## src/rtl/pulse_tog_src.sv

```systemverilog
// Source half of a toggle pulse synchronizer: queues events, launches one
// toggle on q per event and waits for the destination to echo it on ack.
module pulse_tog_src #(
  parameter int unsigned CNT_W = 4
) (
  input  logic             c,
  input  logic             rst_n,
  input  logic             p,
  input  logic             ack,
  input  logic             clr,
  output logic             q,
  output logic             busy,
  output logic [CNT_W-1:0] pending,
  output logic             ovf
);

  localparam logic [CNT_W-1:0] PMAX = '1;

  logic             q_q, q_d;
  logic             a1_q, a2_q;
  logic [CNT_W-1:0] pend_q, pend_d;
  logic             ovf_q, ovf_d;
  logic             idle, launch;
  logic             drop, inc, dec;

  always_comb begin
    idle   = (q_q == a2_q);
    launch = idle && (p || (pend_q != '0));
    drop   = p && !launch && (pend_q == PMAX);
    inc    = p && !launch && !drop;
    dec    = !p && launch;
    q_d    = q_q ^ launch;
    pend_d = pend_q;
    unique case (1'b1)
      inc:     pend_d = pend_q + CNT_W'(1);
      dec:     pend_d = pend_q - CNT_W'(1);
      default: pend_d = pend_q;
    endcase
    // a dropped event outranks a clear in the same cycle
    ovf_d = drop | (ovf_q & ~clr);
  end

  always_ff @(posedge c or negedge rst_n) begin
    if (!rst_n) begin
      q_q    <= 1'b0;
      a1_q   <= 1'b0;
      a2_q   <= 1'b0;
      pend_q <= '0;
      ovf_q  <= 1'b0;
    end else begin
      q_q    <= q_d;
      a1_q   <= ack;
      a2_q   <= a1_q;
      pend_q <= pend_d;
      ovf_q  <= ovf_d;
    end
  end

  assign q       = q_q;
  assign pending = pend_q;
  assign ovf     = ovf_q;
  assign busy    = (q_q != a2_q) || (pend_q != '0);

endmodule

```

## config.mk

```make
export PLATFORM = sky130hd
export DESIGN_NAME = pulse_tog_src
export DESIGN_NICKNAME = d
export VERILOG_FILES = /design/src/rtl/pulse_tog_src.sv
export SDC_FILE = /design/constraint.sdc
export NUM_CORES = 1
export LEC_CHECK = 0
export CORE_AREA = 3 3 40 42
export CTS_CLUSTER_DIAMETER = 150
export DETAILED_ROUTE_END_ITERATION = 16
export DIE_AREA = 0 0 43 45
export PLACE_DENSITY = 0.56
export SLEW_MARGIN = 0
export SYNTH_ARGS = -nofsm -noshare
export SYNTH_HDL_FRONTEND = slang
export SYNTH_SLANG_ARGS = --single-unit
```

## constraint.sdc

```tcl
create_clock -name c -period 2.75 [get_ports c]
set_input_delay 0.4125 -clock c [delete_from_list [all_inputs] [get_ports c]]
set_output_delay 0.4125 -clock c [all_outputs]
set_load 0.01 [all_outputs]
```

==> run summary <==
## Global route
* 0.114 — aggregate global-route resource usage
* 10 — pin count of the biggest net entering global routing
* 0 — number of antenna violations at the first check in global routing
* 384 — via count of the first global-routing pass
* 0 — total congestion overflow after global routing
* 1.64 mm — first-pass GRT wire length

## Power
* 321 uW — Int Pwr
* 0.417 — power share of the sequential group
* 915 nW/um^2 — Pwr per Cell Area
* 0.000406 V — maximum vdd drop
* 0.240 nW — Static Leakage
* 0.395 — switching portion of total power
* 0.176 — clock power share
* 0.408 — portion of total power attributed to combinational logic
* 210 uW — Switching Power

## Drt
* 13.6 um — detailed-route wire length per cell
* 0 — residual DRC count
* 4 — Initial DRC Count
* 3 — count of TritonRoute iterations in the first routing pass
* 939 um — aggregate routed wire length
* 0 — number of nets with antenna violations after routing
* 5.22 — Vias per Instance
* 360 — via count

## Synth
* 1.00 — ys async rst share
* 26 — number of distinct library cells after synthesis
* 0.449 — Synth top area share
* 42 — count of mapped cells out of synthesis
* dfrtp_1 — top flip-flop cell by instance count after synthesis
* 8 — Yosys reg bits
* 0.449 — sequential element share of the synthesized area
* dfrtp_1 — cell type with the highest aggregate area in the netlist
* 0 — EDFF count, synth
* 0 — synth warn
* 10.6 um^2 — average size of a mapped cell
* 445 um^2 — combined area of all synthesized cells
* dfrtp_1 (45%), o41ai_4 (6.2%), nand2_1 (5.1%), xor2_2 (3.7%), ha_1 (2.8%) — Area contributors post-synth
* 48 — number of nets produced by synthesis

## Timing
* false — setup repair after global routing missed its margin
* 0.00420 ns — Clock Skews
* 0.462 ns — slew at the pin with the worst max-slew slack
* 0 ns — setup_tns
* 2.28 ns — post-layout min period
* 0.689 — worst slew slack as a fraction of its limit
* 0 — Final setup viols
* 0.439 GHz — fmax
* 0.474 ns — Final Worst Setup Slack
* 0 — Hold Fails Final Rpt
* 0 — final count of pins violating max slew
* 0.828 — Final Cycle Share

## Worst setup path
* 0.63 ns — R2R Setup Slk
* output pin — Worst setup EP type
* pending[1] — crit path launch
* reg -> out — class of the most critical setup path
* a2_q — worst reg2reg startpoint
* 9 — highest fanout seen on the critical path
* flip-flop — kind of start point of the critical path
* 1.86 ns — data arrival time at the worst-slack endpoint
* 2.34 ns — critical path required time

## Die
* 1280 um^2 — total core area
* 45 um — overall die height
* 43 um — Die W
* 12 — I/O Pins
* 1940 um^2 — overall die area
* 0.347 — effective utilization at floorplan
* 13 — Placement Rows

## Worst hold path
* reg -> reg — path type of the worst min-delay path
* a1_q — start point of the worst hold path

## CTS
* 0 — postcts setup bufs
* 0 — count of cells resized by post-cts repair
* 0.06 ns — clock transition at the register clock pins on the worst setup and hold paths after CTS
* clkbuf_4 — cell at the root of the clock tree
* 1 — H-tree depth
* 3 — number of clock buffers inserted by TritonCTS
* 8 — total number of clock tree sinks
* 2 — Max Buffers Root-to-Sink
* built — TritonCTS clock tree
* 0.26 ns — latest clock arrival within the worst-skew pair
* 0 — number of buffers added to fix hold violations after cts

## Layout
* 581 um^2 — finished layout cell area
* 123 — fill cell count
* 0 — Antenna Diode Count
* 62 — Final #Nets
* clkdlybuf4s50_1 — leading cell type in the layout, fill and taps excluded
* clkdlybuf4s50_1 (11), dfrtp_1 (8), nand2_1 (6) — commonest non-fill, non-tap cells in the layout
* 30.3% — Syn-to-layout area delta
* 0.111 — share of layout cells above drive strength 1

## Placed design
* 661 um — final HPWL from detailed placement
* 0.761 — GP Congestion
* 11 — count of port buffers added during placement
* 0.368 ns — setup slack after placement
* 558 um^2 — placed instance area

## Status
* finished clean — status

## Run
* 0 — max capacitance violation total

## routing by layer
layer	routed length, um	track usage	up-vias
met5	0	0	-
met4	23	0.0602	0
met3	65	0.0279	3
met2	404	0.171	14
met1	445	0.154	166
li1	-	-	177
## power by group through the flow
stage	Sequential [mW]	Combinational (mW)	Clock, mW
floorplan	0.209	0.135	0
global placement	0.217	0.212	0
detailed placement	0.223	0.214	0
CTS	0.221	0.219	0.0958
global route	0.230	0.238	0.101
finish	0.221	0.216	0.0933
## synth_stat cells, types with 2 or more instances
cell type  count
dfrtp_1        8
nand2_1        6
inv_1          2
nand3_1        2
nand4_1        2
nor3_1         2
## cells by family after synthesis
kind of cell / share of synthesized area
simple gates: 0.188
compound gates: 0.202
flops: 0.449
buf+inv: 0.0534
xor+xnor: 0.0562
mux: 0.0225
fa+ha+maj: 0.0281
## registers in the layout, summed over array words and instances, names as in the netlist
signal   cells
a1_q         1
pending      4
q            1
ovf          1
a2_q         1
## path summary, 6_finish.rpt
kind / to / cells past startpoint
hold / removal: a2_q / 0
hold reg to reg: a2_q / 0
min in group asynchronous: ovf / 1
setup / recovery: busy / 3
max in group asynchronous: a1_q / 1
setup reg to reg: pending[2] / 7
## per-stage QoR
stage	util	total power, mW	instances	hold WS, ns
global route	0.452	0.569	69	0.363
finish	0.452	0.531	69	0.362
floorplan	-	0.345	42	0.117
detailed placement	0.434	0.436	66	0.350
CTS	0.452	0.536	69	0.362
global placement	0.434	0.430	66	0.332
## worst max-delay path: stages (launching register included)
cell and delay [ns]:
dfrtp_1 0.50, nor4_2 0.52, nand2_1 0.09, clkdlybuf4s50_1 0.49
## cell type report
class	count	area, um^2	share of cell area
Clock buffer	3	22.5	0.0388
Inverter	2	7.51	0.0129
Multi-Input combinational cell	30	221	0.381
Sequential cell	8	200	0.345
Tap cell	15	18.8	0.0323
Timing Repair Buffer	11	110	0.190
Note: power is estimated with default switching activity, not from simulation.
